`src/rtl/elevator_pkg.sv`:
```
// rtl/elevator_pkg.sv - shared floor type and scheduler state encoding
package elevator_pkg;

    localparam int FLOOR_W = 4;

    typedef logic [FLOOR_W-1:0] floor_t;

    typedef enum logic [1:0] {
        IDLE = 2'd0,
        UP   = 2'd1,
        DOWN = 2'd2
    } state_t;

endpackage

```
`src/rtl/nearest_call_finder.sv`:
```
// rtl/nearest_call_finder.sv - nearest pending call above/below/at the car
module nearest_call_finder #(
    parameter int NUM_FLOORS = 16,
    parameter int FLOOR_W    = elevator_pkg::FLOOR_W
) (
    input  logic [NUM_FLOORS-1:0] pending,
    input  logic [FLOOR_W-1:0]    car_floor,
    output logic                  above_any,
    output logic [FLOOR_W-1:0]    above_idx,
    output logic                  below_any,
    output logic [FLOOR_W-1:0]    below_idx,
    output logic                  here
);

    // Descending scan for above and ascending for below: the last hit is the closest floor.
    always_comb begin
        above_any = 1'b0;
        above_idx = '0;
        below_any = 1'b0;
        below_idx = '0;
        here      = 1'b0;
        for (int i = NUM_FLOORS - 1; i >= 0; i--) begin
            if (pending[i] && (i > int'(car_floor))) begin
                above_any = 1'b1;
                above_idx = FLOOR_W'(i);
            end
        end
        for (int i = 0; i < NUM_FLOORS; i++) begin
            if (pending[i] && (i < int'(car_floor))) begin
                below_any = 1'b1;
                below_idx = FLOOR_W'(i);
            end
            if (i == int'(car_floor)) begin
                here = pending[i];
            end
        end
    end

endmodule

```
`src/rtl/elevator_call_scheduler.sv`:
```
// rtl/elevator_call_scheduler.sv - pending-call bitmap and SCAN target selection
module elevator_call_scheduler #(
    parameter int NUM_FLOORS = 16,
    parameter int FLOOR_W    = elevator_pkg::FLOOR_W,
    parameter int CNT_W      = 5
) (
    input  logic                  clk,
    input  logic                  reset_n,
    input  logic                  enable,
    input  logic                  call_valid,
    input  logic [FLOOR_W-1:0]    call_floor,
    input  logic [FLOOR_W-1:0]    car_floor,
    input  logic                  door_open,
    output logic [FLOOR_W-1:0]    target_floor,
    output logic                  target_valid,
    output logic                  dir_up,
    output logic                  dir_down,
    output logic [NUM_FLOORS-1:0] pending,
    output logic [CNT_W-1:0]      pending_count,
    output logic                  err_call
);

    import elevator_pkg::state_t;
    import elevator_pkg::IDLE;
    import elevator_pkg::UP;
    import elevator_pkg::DOWN;

    state_t                state, state_nxt;
    logic [NUM_FLOORS-1:0] call_hot, clear_hot, pending_nxt;
    logic [CNT_W-1:0]      count_nxt;
    logic                  call_oor;
    logic [FLOOR_W-1:0]    target_nxt;
    logic                  valid_nxt;

    logic                  above_any, below_any, here;
    logic [FLOOR_W-1:0]    above_idx, below_idx;
    logic [FLOOR_W-1:0]    dist_up, dist_down;

    // One-hot decodes; an out-of-range floor simply decodes to all zeros.
    always_comb begin
        call_hot  = '0;
        clear_hot = '0;
        for (int i = 0; i < NUM_FLOORS; i++) begin
            call_hot[i]  = call_valid && (call_floor == FLOOR_W'(i));
            clear_hot[i] = door_open && (car_floor == FLOOR_W'(i));
        end
    end

    assign call_oor = call_valid && (call_hot == '0);

    always_comb begin
        pending_nxt = enable ? ((pending | call_hot) & ~clear_hot) : '0;
        count_nxt   = '0;
        for (int i = 0; i < NUM_FLOORS; i++) begin
            count_nxt = count_nxt + CNT_W'(pending_nxt[i]);
        end
    end

    nearest_call_finder #(
        .NUM_FLOORS (NUM_FLOORS),
        .FLOOR_W    (FLOOR_W)
    ) u_finder (
        .pending   (pending),
        .car_floor (car_floor),
        .above_any (above_any),
        .above_idx (above_idx),
        .below_any (below_any),
        .below_idx (below_idx),
        .here      (here)
    );

    assign dist_up   = above_idx - car_floor;
    assign dist_down = car_floor - below_idx;

    always_comb begin
        state_nxt  = state;
        target_nxt = target_floor;
        valid_nxt  = target_valid;
        if (!enable) begin
            state_nxt  = IDLE;
            target_nxt = car_floor;
            valid_nxt  = 1'b0;
        end else begin
            case (state)
                IDLE: begin
                    valid_nxt = 1'b1;
                    if (above_any && (!below_any || (dist_up <= dist_down))) begin
                        state_nxt  = UP;
                        target_nxt = above_idx;
                    end else if (below_any) begin
                        state_nxt  = DOWN;
                        target_nxt = below_idx;
                    end else if (here) begin
                        target_nxt = car_floor;
                    end else begin
                        valid_nxt = 1'b0;
                    end
                end
                UP: begin
                    valid_nxt = 1'b1;
                    if (above_any) begin
                        target_nxt = above_idx;
                    end else if (here) begin
                        target_nxt = car_floor;
                    end else if (below_any) begin
                        state_nxt  = DOWN;
                        target_nxt = below_idx;
                    end else begin
                        state_nxt = IDLE;
                        valid_nxt = 1'b0;
                    end
                end
                DOWN: begin
                    valid_nxt = 1'b1;
                    if (below_any) begin
                        target_nxt = below_idx;
                    end else if (here) begin
                        target_nxt = car_floor;
                    end else if (above_any) begin
                        state_nxt  = UP;
                        target_nxt = above_idx;
                    end else begin
                        state_nxt = IDLE;
                        valid_nxt = 1'b0;
                    end
                end
                default: begin
                    state_nxt = IDLE;
                    valid_nxt = 1'b0;
                end
            endcase
        end
    end

    always_ff @(posedge clk or negedge reset_n) begin
        if (!reset_n) begin
            state         <= IDLE;
            pending       <= '0;
            pending_count <= '0;
            target_floor  <= '0;
            target_valid  <= 1'b0;
            err_call      <= 1'b0;
        end else begin
            state         <= state_nxt;
            pending       <= pending_nxt;
            pending_count <= count_nxt;
            target_floor  <= target_nxt;
            target_valid  <= valid_nxt;
            err_call      <= enable && call_oor;
        end
    end

    assign dir_up   = (state == UP);
    assign dir_down = (state == DOWN);

endmodule

```
`config.mk`:
```
export PLATFORM = sky130hd
export DESIGN_NAME = elevator_call_scheduler
export DESIGN_NICKNAME = d
export VERILOG_FILES = /design/src/rtl/elevator_pkg.sv /design/src/rtl/nearest_call_finder.sv /design/src/rtl/elevator_call_scheduler.sv
export SDC_FILE = /design/constraint.sdc
export NUM_CORES = 1
export LEC_CHECK = 0
export CAP_MARGIN = 20
export CORE_AREA = 4 4 142 110
export DETAILED_ROUTE_END_ITERATION = 8
export DIE_AREA = 0 0 146 114
export GPL_TIMING_DRIVEN = 0
export PLACE_DENSITY_LB_ADDON = 0.1
export SLEW_MARGIN = 20
export SYNTH_ARGS = -nofsm -noshare
export SYNTH_HDL_FRONTEND = slang
export SYNTH_SLANG_ARGS = --single-unit
export TNS_END_PERCENT = 100
```
`constraint.sdc`:
```
create_clock -name clk -period 11.6 [get_ports clk]
set_input_delay 2.9 -clock clk [delete_from_list [all_inputs] [get_ports clk]]
set_output_delay 2.9 -clock clk [all_outputs]
set_load 0.005 [all_outputs]
```
==> results of run 1 <==
[sequential cells by signal, indices dropped and copies added (netlist names)]
register,cells
target_floor,4
err_call,1
pending,16
target_valid,1
pending_count,5
state,2
[layout by cell type, fill, tap and decap left out, types with 12 or more instances in the layout]
| cell | Yosys | routed |
|---|---|---|
| ha_1 | 18 | 18 |
| dfrtp_1 | 29 | 29 |
| nand2b_1 | 12 | 12 |
| nand3_1 | 12 | 12 |
| inv_1 | 42 | 42 |
| nor2_1 | 37 | 37 |
| o21ai_0 | 24 | 24 |
| a21oi_1 | 26 | 26 |
| clkdlybuf4s50_1 | 0 | 38 |
| o221ai_1 | 12 | 12 |
| buf_2 | 13 | 14 |
| nand2_1 | 29 | 29 |
[critical path, stage by stage]
cell             delay, ps
clkdlybuf4s50_1        600
buf_2                  270
buf_2                  250
buf_2                  250
buf_2                  280
nand3b_1               160
o221ai_1               410
fa_1                   490
fa_1                   470
fa_1                   560
fa_1                   410
inv_1                   60
ha_1                   170
inv_1                   60
fa_1                   400
nor2b_1                130
o21a_1                 110
[per-stage QoR]
step	power (mW)	cells
floorplan	0.250	432
global placement	0.324	651
detailed placement	0.323	652
CTS	0.448	660
global route	0.475	660
finish	0.443	660
[power by group through the flow]
stage	Clock (mW)	Combinational [mW]	Sequential [mW]
floorplan	0	0.130	0.120
detailed placement	0	0.200	0.123
global placement	0	0.201	0.123
CTS	0.125	0.201	0.121
finish	0.120	0.202	0.121
global route	0.129	0.223	0.123
[cell type report]
type,instances,area (um^2)
inverter,42,158
multi-input combinational,330,2410
fill,1526,9960
tap,180,225
clock buffer,6,129
timing repair buffer,40,413
buffer,31,178
sequential,29,726
clock inverter,2,10.0
[worst max path at each step]
stage | start | to | depth (start not counted)
after floorplan | car_floor[3] | pending_count[4]$_DFF_PN0_ | 17
after detailed placement | car_floor[2] | pending_count[4]$_DFF_PN0_ | 19
final | car_floor[2] | pending_count[4]$_DFF_PN0_ | 17
after global routing | car_floor[2] | pending_count[4]$_DFF_PN0_ | 19
after CTS | car_floor[2] | pending_count[4]$_DFF_PN0_ | 19
after global placement | car_floor[2] | pending_count[4]$_DFF_PN0_ | 17
[routing by layer]
metal	vias to the layer above	track usage (%)	part of all wire, %
met5	-	0	0
met4	0	2.76	0.91
met3	11	1.63	4.9
met2	127	21.8	41
met1	1720	24.4	53
li1	1657	-	-
[cell families after synthesis]
family                     after synthesis  synth area share [%]
DFF                                     29                  20.9
AOI/OAI and AO/OA                      144                  30.1
other                                    1                 0.108
buffers and inverters                   73                  9.65
and+or+nand+nor                        134                  20.1
muxes                                   11                  3.60
adders and majority gates               30                  13.1
xor gates and xnor gates                10                  2.52
==> results.json, run 1 <==
{
  "power_frac_comb_pct": 45.6,
  "final_nets": 521,
  "place_ws_ps": 3600,
  "arrival_ps": 7970,
  "dr.pass1.iters": 5,
  "drtAntennaViolNets": 0,
  "slew_headroom_pct": 37.9,
  "ctsHoldBuffers": 0,
  "synth_fp_nets": 474,
  "p_leak_nw": 1.79,
  "min_path_type": "flop to flop",
  "viasPerCell": 5.33,
  "htreeDepth": 2,
  "clk_path_buf_depth": 2,
  "p_per_area_mw_per_mm2": 104,
  "worst_slew_pin_slew_ps": 924,
  "synth.distinct_cells": 72,
  "wl_um": 12700,
  "fin_crit_ps": 7760,
  "post-route-util_pct": 29.9,
  "skew_ps": 4.63,
  "pwr-share-seq_pct": 27.3,
  "synth.top_cells.by_area": "dfrtp_1 (21%), ha_1 (6.5%), fa_1 (6.3%)",
  "switchingPower_mw": 0.166,
  "grt_max_degree": 21,
  "syn_inst": 432,
  "setup_tns_ps": 0,
  "whs_path_depth": 2,
  "ir_worst_vdd_mv": 0.0464,
  "finalSetupViolations": 0,
  "rrSetupSlack_ps": 6970,
  "worstReg2RegStart": "pending[5]$_DFF_PN0_",
  "cts_tree": "yes",
  "hpwl_um": 9930,
  "post_cts_buffers": 0,
  "internal_power_mw": 0.277,
  "antenna_found_initial": 0,
  "pwr-share-clk_pct": 27.1,
  "place_area_mm2": 0.00411,
  "synth.most_common_cell": "inv_1",
  "fin_area_mm2": 0.00425,
  "finalHoldViolations": 0,
  "fp.dieH_um": 114,
  "async_flop_share_pct": 100,
  "cp_max_fo": 10,
  "drive_above_1_share_pct": 10.2,
  "grt_use_total_pct": 15.2,
  "vias": 3515,
  "path_clk_slew_ps": 50,
  "ys.flop_type": "dfrtp_1",
  "end_kind": "flop",
  "drc": 0,
  "netlist_area_mm2": 0.00348,
  "area_growth_pct": 22.4,
  "cts_resized": 0,
  "switching_share_pct": 37.5,
  "wl_per_cell_um": 19.2,
  "synth_enable_flop_cells": 0,
  "globalplace.congestion": 0.858,
  "rr_worst_depth": 21,
  "worst_slack_ps": 3840,
  "outcome": "finished, final reports clean",
  "rows": 38,
  "required_ps": 11810,
  "fmax_mhz": 129,
  "yosys_warnings": 0,
  "cts_made_buffers": 5,
  "n_antenna_cell": 0,
  "worst_hold_path.endpoint": "target_floor[2]$_DFFE_PN0P_",
  "grt_pass1_vias": 3373,
  "insertion_delay_ps": 270,
  "first_iter_violations": 276,
  "syn_avg_cell_area_um2": 8.05,
  "worst_setup_path_start_kind": "input port",
  "gr-total-overflow": 0,
  "rsz0062_at_grt": "no",
  "timing.rr.end": "target_floor[0]$_DFFE_PN0P_",
  "synth_seq_cells": 29,
  "grt_pass1_wl_um": 19900,
  "synth_common_cells": "inv_1 (42), nor2_1 (37), dfrtp_1 (29), nand2_1 (29), a21oi_1 (26)",
  "numPortBuffers": 39,
  "drv_slew": 0,
  "hold_start": "target_floor[2]$_DFFE_PN0P_",
  "cts_root_buf": "clkbuf_16",
  "core_area_mm2": 0.0142,
  "die_area_mm2": 0.0166,
  "cts_sinks": 29,
  "synth_top_area_cell": "dfrtp_1",
  "ys_seq_area_share_pct": 20.9,
  "period_share_pct": 66.9,
  "io_pins": 42,
  "die_w_um": 146,
  "cap_violations": 0,
  "hold_ws_ps": 588,
  "critPathKind": "input port to flop",
  "yosysTopAreaCellShare_pct": 20.9,
  "floorplan.initialDensity_pct": 24.4
}
(Power assumes the default switching activity.)
==> inputs of run 2 (changes only) <==
- clock period: 11.6 -> 6.5 ns (I/O delays scaled with it)
==> run 2 against run 1 <==
Against the previous run:
- critical path type unchanged
- global-route usage unchanged
- critical endpoint unchanged
- sequential cell count unchanged
- count of clock-buffer cells in the layout unchanged
- largest power group unchanged
- largest cell class unchanged
==> results.json, run 2 (same netlist as run 1, synthesis figures left out) <==
{
  "outcome": "finished, final reports clean",
  "first_iter_violations": 276,
  "post_cts_buffers": 0,
  "htreeDepth": 2,
  "cts_resized": 0,
  "mostFrequentLayoutCell": "inv_1",
  "antenna_found_initial": 0,
  "stdcell_count": 660,
  "core_area_mm2": 0.0142,
  "drc": 0,
  "die_area_mm2": 0.0166,
  "drive_above_1_share_pct": 11.0,
  "rsz0062_at_grt": "no",
  "gr-total-overflow": 0,
  "finalHoldViolations": 0,
  "pwr-share-clk_pct": 27.1,
  "globalplace.congestion": 0.858,
  "ctsHoldBuffers": 0,
  "io_pins": 42,
  "arrival_ps": 6440,
  "switchingPower_mw": 0.297,
  "slew_headroom_pct": 37.0,
  "insertion_delay_ps": 270,
  "cts_root_buf": "clkbuf_16",
  "place_area_mm2": 0.00411,
  "skew_ps": 4.53,
  "numPortBuffers": 39,
  "vias": 3533,
  "switching_share_pct": 37.5,
  "drtAntennaViolNets": 0,
  "hpwl_um": 9930,
  "period_share_pct": 95.8,
  "power_frac_comb_pct": 45.7,
  "ir_worst_vdd_mv": 0.0827,
  "power_mw": 0.792,
  "critPathKind": "input port to flop",
  "layout_common_cells": "inv_1 (42), nor2_1 (37), clkdlybuf4s50_1 (36)",
  "path_clk_slew_ps": 50,
  "fin_area_mm2": 0.00429,
  "pwr-share-seq_pct": 27.2,
  "die_w_um": 146,
  "grt_pass1_wl_um": 19900,
  "area_growth_pct": 23.4,
  "wl_um": 12700,
  "grt_pass1_vias": 3373,
  "dp_cells": 652,
  "grt_use_total_pct": 15.2,
  "worst_setup_path_start_kind": "input port",
  "finalSetupViolations": 0,
  "min_path_type": "flop to flop",
  "p_per_area_mw_per_mm2": 185,
  "n_antenna_cell": 0,
  "cts_sinks": 29,
  "fp.dieH_um": 114,
  "floorplan.initialDensity_pct": 24.4,
  "final_nets": 521,
  "internal_power_mw": 0.495,
  "fin_crit_ps": 6230,
  "reg.largest.list": "pending (16), pending_count (5), target_floor (4)",
  "p_leak_nw": 1.81,
  "viasPerCell": 5.35,
  "wl_per_cell_um": 19.3,
  "worst_slew_pin_slew_ps": 938,
  "fmax_mhz": 161,
  "dr.pass1.iters": 5,
  "drv_slew": 0,
  "required_ps": 6710,
  "end_kind": "flop",
  "largest_register_ffs": 16,
  "cts_tree": "yes",
  "clk_path_buf_depth": 2,
  "grt_max_degree": 21,
  "largest-register": "pending",
  "cap_violations": 0,
  "cp_max_fo": 10,
  "rows": 38,
  "cts_made_buffers": 5
}
-- run 2: through the flow --
step / hold slack [ps] / TNS, ps / setup slack [ps] / utilization (%)
finish: 590 / 0 / 271 / 30.2
global route: 638 / 0 / 9.14 / 30.2
CTS: 607 / 0 / 23.4 / 29.9
detailed placement: 585 / -620 / -226 / 28.9
global placement: 592 / -841 / -278 / 28.8
floorplan: 531 / 0 / 808 / -
-- run 2: area by class of cell --
cell class / instances / area, um^2
Fill cell: 1528 / 9930
Tap cell: 180 / 225
Buffer: 31 / 188
Clock inverter: 2 / 10.0
Multi-Input combinational cell: 330 / 2440
Sequential cell: 29 / 726
Clock buffer: 6 / 129
Inverter: 42 / 158
Timing Repair Buffer: 40 / 418
-- run 2: worst max-delay path, stage by stage --
cell	delay [ps]
clkdlybuf4s50_1	500
buf_6	150
buf_6	150
buf_2	270
buf_2	290
nand3_1	200
o221a_2	330
fa_1	540
inv_1	50
fa_1	450
fa_1	530
fa_1	410
inv_1	60
ha_1	170
inv_1	60
fa_1	400
nor2b_1	130
o21a_1	110
-- run 2: power by group through the flow --
| stage | combinational (mW) | sequential, mW | clock, mW |
|---|---|---|---|
| 2_1_floorplan | 0.232 | 0.215 | 0 |
| 3_3_place_gp | 0.358 | 0.219 | 0 |
| 3_5_place_dp | 0.356 | 0.219 | 0 |
| 4_1_cts | 0.359 | 0.217 | 0.224 |
| 5_1_grt | 0.399 | 0.219 | 0.231 |
| 6_report | 0.362 | 0.216 | 0.214 |
-- run 2: path summary, 6_finish.rpt --
| kind | startpoint | depth (start not counted) | to | slack (ps) |
|---|---|---|---|---|
| max in group asynchronous | reset_n | 2 | pending[3]$_DFF_PN0_ | 4880 |
| hold / removal | target_floor[2]$_DFFE_PN0P_ | 2 | target_floor[2]$_DFFE_PN0P_ | 590 |
| setup reg to reg | pending[5]$_DFF_PN0_ | 21 | target_floor[0]$_DFFE_PN0P_ | 1880 |
| hold reg to reg | target_floor[2]$_DFFE_PN0P_ | 2 | target_floor[2]$_DFFE_PN0P_ | 590 |
| min in group asynchronous | reset_n | 1 | target_valid$_DFF_PN0_ | 1230 |
| setup / recovery | car_floor[0] | 18 | pending_count[4]$_DFF_PN0_ | 270 |
-- run 2: layer usage --
layer,routed length [um],vias to the layer above,part of all wire (%),GRT usage [%]
li1,-,1651,-,-
met3,571,11,4.5,1.63
met5,0,-,0,0
met4,115,0,0.90,2.76
met2,5200,97,41,21.8
met1,6820,1774,54,24.4
==> inputs of run 3 (changes only) <==
- CTS_BUF_LIST: not set -> sky130_fd_sc_hd__clkbuf_8
- clock period: 6.5 -> 7.3 ns (I/O delays scaled with it)
==> run 3 against run 2 <==
Against the previous run:
- via count down 2.0%
- die area unchanged
- critical path depth down 1
- global-route usage about the same
- sequential power down 11%
- final cell count unchanged
- design area down 2.2%
- core utilization down 0.66 points
- worst setup slack better by 360 ps
- critical endpoint unchanged
- largest cell class unchanged
==> results.json, run 3 (same netlist as run 1, synthesis figures left out) <==
{
  "grt_util_met3_pct": 1.75,
  "n_antenna_cell": 0,
  "nFillCells": 1531,
  "die_area_mm2": 0.0166,
  "numPortBuffers": 39,
  "first_iter_violations": 271,
  "grt_use_total_pct": 15.2,
  "gr-total-overflow": 0,
  "htreeDepth": 2,
  "worst_slew_pin_slew_ps": 924,
  "reg.largest.list": "pending (16), pending_count (5), target_floor (4)",
  "largest_register_ffs": 16,
  "outcome": "finished, final reports clean",
  "skew_ps": 2.32,
  "floorplan.initialDensity_pct": 24.4,
  "stdcell_count": 660,
  "min_path_type": "flop to flop",
  "area_growth_pct": 20.7,
  "place_ws_ps": 374,
  "fmax_mhz": 150,
  "ctsHoldBuffers": 0,
  "required_ps": 7520,
  "whs_path_depth": 2,
  "timing.rr.end": "target_floor[0]$_DFFE_PN0P_",
  "drc": 0,
  "finalHoldViolations": 0,
  "arrival_ps": 6890,
  "p_leak_nw": 1.76,
  "cts_sinks": 29,
  "setup_tns_ps": 0,
  "grt_max_degree": 21,
  "drv_slew": 0,
  "rows": 38,
  "core_area_mm2": 0.0142,
  "fin_crit_ps": 6670,
  "worst_slack_ps": 633,
  "cts_resized": 0,
  "die_w_um": 146,
  "final_nets": 521,
  "grt_pass1_wl_um": 19900,
  "viasPerCell": 5.25,
  "cts_tree": "yes",
  "hold_start": "state[1]$_DFFE_PN0P_",
  "cap_violations": 0,
  "vias": 3462,
  "cp_max_fo": 10,
  "rsz0062_at_grt": "no",
  "antenna_found_initial": 0,
  "path_clk_slew_ps": 60,
  "drtAntennaViolNets": 0,
  "dr.pass1.iters": 6,
  "critPathKind": "input port to flop",
  "finalSetupViolations": 0,
  "io_pins": 42,
  "grt_use_met2_pct": 21.7,
  "cts_made_buffers": 5,
  "cts_root_buf": "clkbuf_8",
  "p_per_area_mw_per_mm2": 152,
  "slew_headroom_pct": 37.9,
  "period_share_pct": 91.3,
  "wl_per_cell_um": 19.2,
  "fp.dieH_um": 114,
  "wl_um": 12700,
  "post_cts_buffers": 0,
  "layout_common_cells": "inv_1 (43), clkdlybuf4s50_1 (38), nor2_1 (37)",
  "mostFrequentLayoutCell": "inv_1",
  "end_kind": "flop",
  "largest-register": "pending",
  "hpwl_um": 9930,
  "grt_use_met1_pct": 24.4,
  "insertion_delay_ps": 280,
  "worst_hold_path.endpoint": "state[1]$_DFFE_PN0P_",
  "worst_setup_path_start_kind": "input port",
  "clk_path_buf_depth": 2,
  "rr_worst_depth": 21,
  "busiest_layer": "met1",
  "drive_above_1_share_pct": 10.2,
  "dp_cells": 652,
  "rrSetupSlack_ps": 2660,
  "worstReg2RegStart": "pending[5]$_DFF_PN0_",
  "grt_pass1_vias": 3367,
  "ir_worst_vdd_mv": 0.0653,
  "multi_input_area_mm2": 0.00241,
  "globalplace.congestion": 0.858,
  "seq_area_um2": 726
}
==> run 3: worst max-delay path, cell delays in order <==
cell	delay [ps]
clkdlybuf4s50_1	590
buf_2	260
buf_2	250
buf_2	250
buf_2	280
nand3b_1	160
o221ai_1	400
fa_1	490
fa_1	460
fa_1	560
fa_1	410
inv_1	60
ha_1	170
inv_1	60
fa_1	400
nor2b_1	130
o21a_1	110
==> run 3: worst max-delay path by stage <==
stage	start	end	slack, ps	cells after the start
global placement	car_floor[2]	pending_count[4]$_DFF_PN0_	320	17
detailed placement	car_floor[2]	pending_count[4]$_DFF_PN0_	370	19
floorplan	car_floor[3]	pending_count[4]$_DFF_PN0_	1410	17
CTS	car_floor[2]	pending_count[4]$_DFF_PN0_	640	19
global route	car_floor[2]	pending_count[4]$_DFF_PN0_	280	19
finish	car_floor[2]	pending_count[4]$_DFF_PN0_	630	17
==> run 3: layout make-up <==
| class | count | area share, % |
|---|---|---|
| multi-input cells | 330 | 57.5 |
| repair buffers | 40 | 9.84 |
| plain buffers | 31 | 4.23 |
| clock inverters | 3 | 0.328 |
| inverters | 42 | 3.76 |
| flip-flops and latches | 29 | 17.3 |
| clock buffers | 5 | 1.64 |
| well taps | 180 | 5.37 |
==> run 3: report_power, final <==
group | internal [mW] | switching (mW)
combinational | 0.138 | 0.183
clock | 0.0644 | 0.0598
sequential | 0.177 | 0.0143
total | 0.380 | 0.257
==> run 3: metal layers <==
layer / part of all wire [%] / vias to the layer above
met5: 0 / -
met4: 0.91 / 0
met3: 6.2 / 10
met2: 40 / 117
met1: 52 / 1680
li1: - / 1655
==> run 3: per-stage QoR <==
stage / hold WS [ps] / instance area [um^2] / util, % / total power [mW]
finish: 600 / 4200 / 29.5 / 0.637
global route: 642 / 4200 / 29.5 / 0.687
CTS: 609 / 4200 / 29.5 / 0.644
detailed placement: 585 / 4110 / 28.9 / 0.513
global placement: 592 / 4090 / 28.8 / 0.514
floorplan: 531 / 3480 / - / 0.398
